## config.mk

```make
export PLATFORM = sky130hd
export DESIGN_NAME = board_renderer
export DESIGN_NICKNAME = d
export VERILOG_FILES = /design/src/rtl/board_pkg.sv /design/src/rtl/board_renderer_drop_animator.sv /design/src/rtl/board_renderer.sv
export SDC_FILE = /design/constraint.sdc
export NUM_CORES = 1
export LEC_CHECK = 0
export BUFFER_PORTS_ARGS = -buffer_cell sky130_fd_sc_hd__buf_2
export CORE_MARGIN = 2
export CORE_UTILIZATION = 40
export DETAILED_ROUTE_END_ITERATION = 8
export GPL_ROUTABILITY_DRIVEN = 0
export GPL_TIMING_DRIVEN = 0
export PLACE_DENSITY_LB_ADDON = 0.2
export SETUP_SLACK_MARGIN = 0.05
export SYNTH_ARGS = -nofsm -noshare
export SYNTH_HDL_FRONTEND = slang
export SYNTH_SLANG_ARGS = --single-unit
export TNS_END_PERCENT = 1
```

## constraint.sdc

```tcl
create_clock -name clk -period 5.9 [get_ports clk]
set_clock_uncertainty 0.1 [all_clocks]
set_input_delay 0.295 -clock clk [delete_from_list [all_inputs] [get_ports clk]]
set_output_delay 0.295 -clock clk [all_outputs]
set_load 0.005 [all_outputs]
```

## src/rtl/board_pkg.sv

```systemverilog
// Shared cell codes, colours and animator state encoding for the board renderer.
package board_pkg;

    localparam logic [1:0] EMPTY = 2'b00;
    localparam logic [1:0] P1    = 2'b01;
    localparam logic [1:0] P2    = 2'b10;

    localparam logic [23:0] COLOR_BLACK  = 24'h000000;
    localparam logic [23:0] COLOR_WHITE  = 24'hFFFFFF;
    localparam logic [23:0] COLOR_P1     = 24'hFF0000;
    localparam logic [23:0] COLOR_P2     = 24'h0000FF;
    localparam logic [23:0] COLOR_CUR_P1 = 24'h400000;
    localparam logic [23:0] COLOR_CUR_P2 = 24'h000040;

    typedef enum logic [1:0] {
        ST_IDLE = 2'd0,
        ST_FALL = 2'd1,
        ST_DONE = 2'd2
    } anim_state_t;

    function automatic logic [23:0] player_color(input logic [1:0] code);
        logic [23:0] c;
        c = COLOR_BLACK;
        if (code == P1) c = COLOR_P1;
        else if (code == P2) c = COLOR_P2;
        return c;
    endfunction

    function automatic logic [23:0] cursor_color(input logic [1:0] code);
        logic [23:0] c;
        c = COLOR_BLACK;
        if (code == P1) c = COLOR_CUR_P1;
        else if (code == P2) c = COLOR_CUR_P2;
        return c;
    endfunction

endpackage

```

## src/rtl/board_renderer_drop_animator.sv

```systemverilog
// Falling-token animator: steps a token down one row every DROP_FRAMES frames.
module drop_animator
    import board_pkg::*;
#(
    parameter int ROWS        = 6,
    parameter int DROP_FRAMES = 4,
    parameter int CW          = 3,
    parameter int RW          = 3
) (
    input  logic          clk,
    input  logic          rst,
    input  logic          frame_start_i,
    input  logic          drop_valid_i,
    input  logic [CW-1:0] drop_col_i,
    input  logic [RW-1:0] drop_row_i,
    input  logic [1:0]    drop_player_i,
    output logic          drop_ready_o,
    output logic          drop_done_o,
    output logic          active_o,
    output logic [RW-1:0] anim_row_o,
    output logic [CW-1:0] cap_col_o,
    output logic [RW-1:0] cap_row_o,
    output logic [1:0]    cap_player_o
);

    localparam int FW = (DROP_FRAMES > 1) ? $clog2(DROP_FRAMES) : 1;
    localparam logic [RW-1:0] LAST_ROW   = RW'(ROWS - 1);
    localparam logic [FW-1:0] LAST_FRAME = FW'(DROP_FRAMES - 1);

    anim_state_t   state_q;
    logic          ready_q;
    logic          done_q;
    logic          active_q;
    logic [RW-1:0] anim_row_q;
    logic [FW-1:0] frame_cnt_q;
    logic [CW-1:0] col_q;
    logic [RW-1:0] row_q;
    logic [1:0]    player_q;

    always_ff @(posedge clk or posedge rst) begin
        if (rst) begin
            state_q     <= ST_IDLE;
            ready_q     <= 1'b1;
            done_q      <= 1'b0;
            active_q    <= 1'b0;
            anim_row_q  <= '0;
            frame_cnt_q <= '0;
            col_q       <= '0;
            row_q       <= '0;
            player_q    <= EMPTY;
        end else begin
            case (state_q)
                ST_IDLE: begin
                    // A frame_start in the capture cycle is deliberately not counted.
                    if (drop_valid_i) begin
                        col_q       <= drop_col_i;
                        row_q       <= (drop_row_i > LAST_ROW) ? LAST_ROW : drop_row_i;
                        player_q    <= drop_player_i;
                        anim_row_q  <= '0;
                        frame_cnt_q <= '0;
                        ready_q     <= 1'b0;
                        active_q    <= 1'b1;
                        state_q     <= ST_FALL;
                    end
                end
                ST_FALL: begin
                    if (frame_start_i) begin
                        if (frame_cnt_q == LAST_FRAME) begin
                            frame_cnt_q <= '0;
                            if (anim_row_q == row_q) begin
                                done_q  <= 1'b1;
                                state_q <= ST_DONE;
                            end else begin
                                anim_row_q <= anim_row_q + 1'b1;
                            end
                        end else begin
                            frame_cnt_q <= frame_cnt_q + 1'b1;
                        end
                    end
                end
                ST_DONE: begin
                    done_q   <= 1'b0;
                    ready_q  <= 1'b1;
                    active_q <= 1'b0;
                    state_q  <= ST_IDLE;
                end
                default: begin
                    done_q   <= 1'b0;
                    ready_q  <= 1'b1;
                    active_q <= 1'b0;
                    state_q  <= ST_IDLE;
                end
            endcase
        end
    end

    assign drop_ready_o = ready_q;
    assign drop_done_o  = done_q;
    assign active_o     = active_q;
    assign anim_row_o   = anim_row_q;
    assign cap_col_o    = col_q;
    assign cap_row_o    = row_q;
    assign cap_player_o = player_q;

endmodule

```

## src/rtl/board_renderer.sv

```systemverilog
// Two-stage pixel pipeline drawing the game board, winner blink, cursor and drop animation.
module board_renderer
    import board_pkg::*;
#(
    parameter int COLS         = 7,
    parameter int ROWS         = 6,
    parameter int CELL_SIZE    = 80,
    parameter int LEFT_MARGIN  = 40,
    parameter int TOP_MARGIN   = 0,
    parameter int BLINK_FRAMES = 30,
    parameter int DROP_FRAMES  = 4,
    localparam int CW = $clog2(COLS),
    localparam int RW = $clog2(ROWS)
) (
    input  logic                   clk,
    input  logic                   rst,
    input  logic                   blank_b,
    input  logic [9:0]             x,
    input  logic [9:0]             y,
    input  logic                   frame_start,
    input  logic [2*ROWS*COLS-1:0] board_state,
    input  logic [ROWS*COLS-1:0]   winner_play,
    input  logic                   theres_a_winner,
    input  logic                   cursor_en,
    input  logic [CW-1:0]          cursor_col,
    input  logic [1:0]             cursor_player,
    input  logic                   drop_valid,
    output logic                   drop_ready,
    input  logic [CW-1:0]          drop_col,
    input  logic [RW-1:0]          drop_row,
    input  logic [1:0]             drop_player,
    output logic                   drop_done,
    output logic [7:0]             r,
    output logic [7:0]             g,
    output logic [7:0]             b,
    output logic                   blank_b_o
);

    localparam int NCELLS = ROWS * COLS;
    localparam int IW     = $clog2(NCELLS);
    localparam int BW     = (BLINK_FRAMES > 1) ? $clog2(BLINK_FRAMES) : 1;
    localparam logic [BW-1:0] BLINK_LAST = BW'(BLINK_FRAMES - 1);

    // Blink generator
    logic [BW-1:0] blink_cnt_q, blink_cnt_d;
    logic          blink_on_q, blink_on_d;

    always_comb begin
        blink_cnt_d = blink_cnt_q;
        blink_on_d  = blink_on_q;
        if (!theres_a_winner) begin
            blink_cnt_d = '0;
            blink_on_d  = 1'b1;
        end else if (frame_start) begin
            if (blink_cnt_q == BLINK_LAST) begin
                blink_cnt_d = '0;
                blink_on_d  = ~blink_on_q;
            end else begin
                blink_cnt_d = blink_cnt_q + 1'b1;
            end
        end
    end

    always_ff @(posedge clk or posedge rst) begin
        if (rst) begin
            blink_cnt_q <= '0;
            blink_on_q  <= 1'b1;
        end else begin
            blink_cnt_q <= blink_cnt_d;
            blink_on_q  <= blink_on_d;
        end
    end

    // Drop animator
    logic          anim_active;
    logic [RW-1:0] anim_row;
    logic [CW-1:0] anim_col;
    logic [RW-1:0] anim_target_row;
    logic [1:0]    anim_player;

    drop_animator #(
        .ROWS        (ROWS),
        .DROP_FRAMES (DROP_FRAMES),
        .CW          (CW),
        .RW          (RW)
    ) u_drop_animator (
        .clk           (clk),
        .rst           (rst),
        .frame_start_i (frame_start),
        .drop_valid_i  (drop_valid),
        .drop_col_i    (drop_col),
        .drop_row_i    (drop_row),
        .drop_player_i (drop_player),
        .drop_ready_o  (drop_ready),
        .drop_done_o   (drop_done),
        .active_o      (anim_active),
        .anim_row_o    (anim_row),
        .cap_col_o     (anim_col),
        .cap_row_o     (anim_target_row),
        .cap_player_o  (anim_player)
    );

    // Stage 1: locate the pixel on the board grid
    int            x_rel, y_rel;
    logic          in_board_d, in_board_q;
    logic [CW-1:0] col_d, col_q;
    logic [RW-1:0] row_d, row_q;
    logic          blank1_q;

    always_comb begin
        x_rel      = int'(x) - LEFT_MARGIN;
        y_rel      = int'(y) - TOP_MARGIN;
        in_board_d = blank_b
                     && (x_rel >= 0) && (x_rel < COLS * CELL_SIZE)
                     && (y_rel >= 0) && (y_rel < ROWS * CELL_SIZE);
        col_d = '0;
        row_d = '0;
        // Off-board pixels park at cell 0 so the stage-2 cell index stays in range.
        if (in_board_d) begin
            col_d = CW'(x_rel / CELL_SIZE);
            row_d = RW'(y_rel / CELL_SIZE);
        end
    end

    always_ff @(posedge clk or posedge rst) begin
        if (rst) begin
            in_board_q <= 1'b0;
            col_q      <= '0;
            row_q      <= '0;
            blank1_q   <= 1'b0;
        end else begin
            in_board_q <= in_board_d;
            col_q      <= col_d;
            row_q      <= row_d;
            blank1_q   <= blank_b;
        end
    end

    // Stage 2: colour selection
    logic [1:0] cell_arr [NCELLS];

    genvar gi;
    generate
        for (gi = 0; gi < NCELLS; gi++) begin : g_cells
            assign cell_arr[gi] = board_state[2*gi +: 2];
        end
    endgenerate

    logic [IW-1:0] idx;
    logic [1:0]    eff_code;
    logic          on_drop_col;
    logic [23:0]   rgb_d, rgb_q;
    logic          blank2_q;

    assign idx = IW'(row_q) * IW'(COLS) + IW'(col_q);

    always_comb begin
        eff_code    = cell_arr[idx];
        on_drop_col = anim_active && (col_q == anim_col);
        rgb_d       = COLOR_BLACK;
        if (!in_board_q) begin
            rgb_d = COLOR_BLACK;
        end else if (theres_a_winner && winner_play[idx] && blink_on_q) begin
            rgb_d = COLOR_WHITE;
        end else if (on_drop_col && (row_q == anim_row)) begin
            rgb_d = player_color(anim_player);
        end else begin
            // Hide the landing cell until the token reaches it.
            if (on_drop_col && (row_q == anim_target_row)) eff_code = EMPTY;
            if (eff_code == P1 || eff_code == P2) begin
                rgb_d = player_color(eff_code);
            end else if (cursor_en && (col_q == cursor_col)) begin
                rgb_d = cursor_color(cursor_player);
            end
        end
    end

    always_ff @(posedge clk or posedge rst) begin
        if (rst) begin
            rgb_q    <= COLOR_BLACK;
            blank2_q <= 1'b0;
        end else begin
            rgb_q    <= rgb_d;
            blank2_q <= blank1_q;
        end
    end

    assign r         = rgb_q[23:16];
    assign g         = rgb_q[15:8];
    assign b         = rgb_q[7:0];
    assign blank_b_o = blank2_q;

endmodule

```

==> reports/results.txt <==
io pins: 193
Util after Layout: 52.1%
power share of the combinational group: 50.4%
critical path class: flip-flop to flip-flop
Clk pwr share: 16.6%
overall power: 0.00116 W
CTS tree: done
crit share post-route: 87.3%
initial antenna violation count: 0
Rows: 37
switching share of power: 37.7%
first-pass GRT wire length: 18700 um
pwr/cell area: 219 mW/mm2
mapped cell area: 0.00413 mm2
WL final: 11100 um
cell chain of the critical path: fa_1 > inv_1 > fa_1 > inv_1 > fa_1 > xor2_1 > mux4_2 > mux2i_1 > nor2_1 > o21ai_1 > inv_2 > ha_1 > nand3_1 > nor3_1 > a32oi_1 > nor2_1 > o31a_1
Max transition margin: 32.4%
Initial DRC Count: 154
Place WS: 0.678 ns
cts bufs inserted: 5
clk buf depth: 2
vias in the first global route: 3979
internal power: 0.000724 W
Sequential Power Share: 33.1%
Cells after Synth: 423
sequential share of the synthesized area: 23.1%
clock-pin slew on the worst setup and hold paths: 0.08 ns
Final Hold Violating Endpoints: 0
most frequent cells in the layout: 185 x buf_2, 38 x nand2_1, 36 x mux4_2, 36 x dfrtp_1
DRC Markers: 0
via count: 3931
die footprint: 0.0112 mm2
critical path capture point type: flip-flop
Die W: 106 um
RSZ-0062 raised after global routing: no
nets: 803
Starting Density: 40.6%
Worst path max stage delay: 0.69 ns
worst endpoint data arrival time: 5.23 ns
Final Max Tran Viols: 0
max cap viols: 0
slowest CP cell: xor2_1
Worst Hold Class: primary input to async pin
number of setup buffers added after CTS: 0
GRT Overall Usage: 20.5%
clock root cell: clkbuf_8
Hold-fix buffers, CTS: 0
gr ovfl total: 0
Worst Tran Pin Value: 1.00 ns
setup ws final: 0.750 ns
Psw: 0.000438 W
asr flop ratio synth: 100%
dominant synthesized flop cell: dfrtp_1
Yosys reg bits: 38
drt via density: 5.25
Ys Warns: 0
design area: 0.00531 mm2
status: completed
post-synth net total: 614
WP buf/inv: 3
Setup crit start kind: flip-flop
Worst IR Drop VDD: 0.102 mV
clk_lat worst skew: 0.30 ns
clock net sink count: 38
DR WL/cell: 14.8 um
commonest non-fill, non-tap cell in the layout: buf_2
total core area: 0.0102 mm2
hpwl dp: 9360 um
clock period minus worst slack: 5.15 ns
Critical Path RT: 5.98 ns
Cell variety after synth: 68
EDFF count, synth: 0
CP delay by family, top: adder cells
leakage power: 2.65 nW
largest net degree at the start of global routing: 39
crit-path max FO: 7
Max H-tree Level: 2
TritonRoute pass-1 iters: 4
Area growth syn-to-layout: 28.5%
Final TNS setup: 0 ns
PostCTS Resize Cnt: 0
share of cells above drive strength 1: 43.7%
placed instance area: 0.00521 mm2
Mean Syn Cell Area: 9.77 um2
most frequent CP cell: fa_1
final setup fails: 0
I/O Buffers: 182
n_diodes: 0
post-route ant nets: 0
die span in y: 106 um
fmax: 0.194 GHz
-- area by class of cell --
class / count / area [um2]
repair buffers: 182 / 911
fillers: 928 / 4880
clock inverters: 2 / 12.5
well taps: 136 / 170
flip-flops and latches: 38 / 953
inverters: 27 / 101
multi-input cells: 318 / 2840
plain buffers: 40 / 240
clock buffers: 6 / 82.6
-- state kept, by name, summed over array words and instances, names as in the netlist, 2 cells and up --
register / count
u_drop_animator.anim_row_o: 3
row_q: 3
u_drop_animator.cap_player_o: 2
u_drop_animator.state_q: 2
u_drop_animator.cap_row_o: 3
u_drop_animator.frame_cnt_q: 2
u_drop_animator.cap_col_o: 3
col_q: 3
rgb_q: 5
blink_cnt_q: 5
-- synthesized netlist by cell type, types with 3 or more instances --
library cell | count | area share (%)
fa_1 | 4 | 1.9
and2_1 | 4 | 0.61
xnor2_1 | 10 | 2.1
ha_1 | 21 | 6.4
o21bai_1 | 3 | 0.55
mux2i_1 | 9 | 2.2
buf_4 | 21 | 3.8
a21oi_1 | 22 | 2.7
nand3b_1 | 3 | 0.55
mux4_2 | 36 | 20
xor2_1 | 13 | 2.8
o21ai_0 | 15 | 1.8
clkbuf_1 | 15 | 1.4
a211oi_1 | 4 | 0.73
nand2b_1 | 3 | 0.45
and3_1 | 3 | 0.45
a21o_1 | 5 | 0.91
o221ai_1 | 3 | 0.64
inv_1 | 25 | 2.3
buf_2 | 3 | 0.36
nor3_1 | 10 | 1.2
nand3_1 | 9 | 1.1
a31oi_1 | 4 | 0.61
nand4_1 | 3 | 0.45
nor2_1 | 24 | 2.2
nand2_1 | 38 | 3.5
dfrtp_1 | 36 | 22
o21a_1 | 8 | 1.5
o31a_1 | 4 | 0.85
nor2b_1 | 13 | 2.0
o21ai_1 | 3 | 0.36
-- through the flow --
stage / cells / hold WS [ns]
floorplan: 423 / 0.226
global placement: 741 / 0.247
detailed placement: 741 / 0.246
CTS: 749 / 0.0332
global route: 749 / 0.0280
finish: 749 / 0.0297
-- cell families (layout without fill, tap and decap cells) --
family / count (synthesis) / after routing / share of synthesized area [%]
AND/OR/NAND/NOR: 125 / 125 / 15.5
AO/OA/AOI/OAI: 95 / 95 / 16.0
XOR/XNOR: 27 / 27 / 6.78
flip-flops: 38 / 38 / 23.1
multiplexers: 45 / 45 / 21.8
buffers and inverters: 67 / 257 / 8.27
adder cells (fa/ha/maj): 26 / 26 / 8.54
-- power by group through the flow --
stage	Combinational [W]	Clock, W	Sequential, W
final	0.000585	0.000193	0.000384
after global routing	0.000661	0.000204	0.000393
after CTS	0.000589	0.000196	0.000385
after detailed placement	0.000584	0	0.000391
after global placement	0.000571	0	0.000387
after floorplan	0.000428	0	0.000375
-- per-layer routing --
layer,global-route usage (%),part of all wire (%),up-vias
met2,33.7,48,116
li1,-,-,1920
met1,27.5,44,1872
met3,4.51,6.0,23
met5,0,0,-
met4,4.89,1.6,0
-- worst paths after layout --
check / startpoint / endpoint / slack, ns / cells past startpoint
min reg2reg: blank1_q$_DFF_PP0_ / blank_b_o$_DFF_PP0_ / 0.26 / 0
max in group asynchronous: rst / u_drop_animator.cap_player_o[1]$_DFFE_PP0P_ / 5.16 / 2
min in group clk: blank_b / blank1_q$_DFF_PP0_ / 0.03 / 1
max: row_q[1]$_DFF_PP0_ / rgb_q[6]$_DFF_PP0_ / 0.75 / 17
min: rst / blink_cnt_q[4]$_DFFE_PP0P_ / 0.03 / 2
max reg2reg: row_q[1]$_DFF_PP0_ / rgb_q[6]$_DFF_PP0_ / 0.75 / 17
-- worst reg2reg max path, stage by stage, from the launching register on --
cell     delay, ns
dfrtp_1       0.50
fa_1          0.55
inv_1         0.05
fa_1          0.47
inv_1         0.06
fa_1          0.48
xor2_1        0.69
mux4_2        0.62
mux2i_1       0.15
nor2_1        0.06
o21ai_1       0.21
inv_2         0.04
ha_1          0.31
nand3_1       0.10
nor3_1        0.06
a32oi_1       0.20
nor2_1        0.06
o31a_1        0.34
Note: power is estimated with default switching activity, not from simulation.
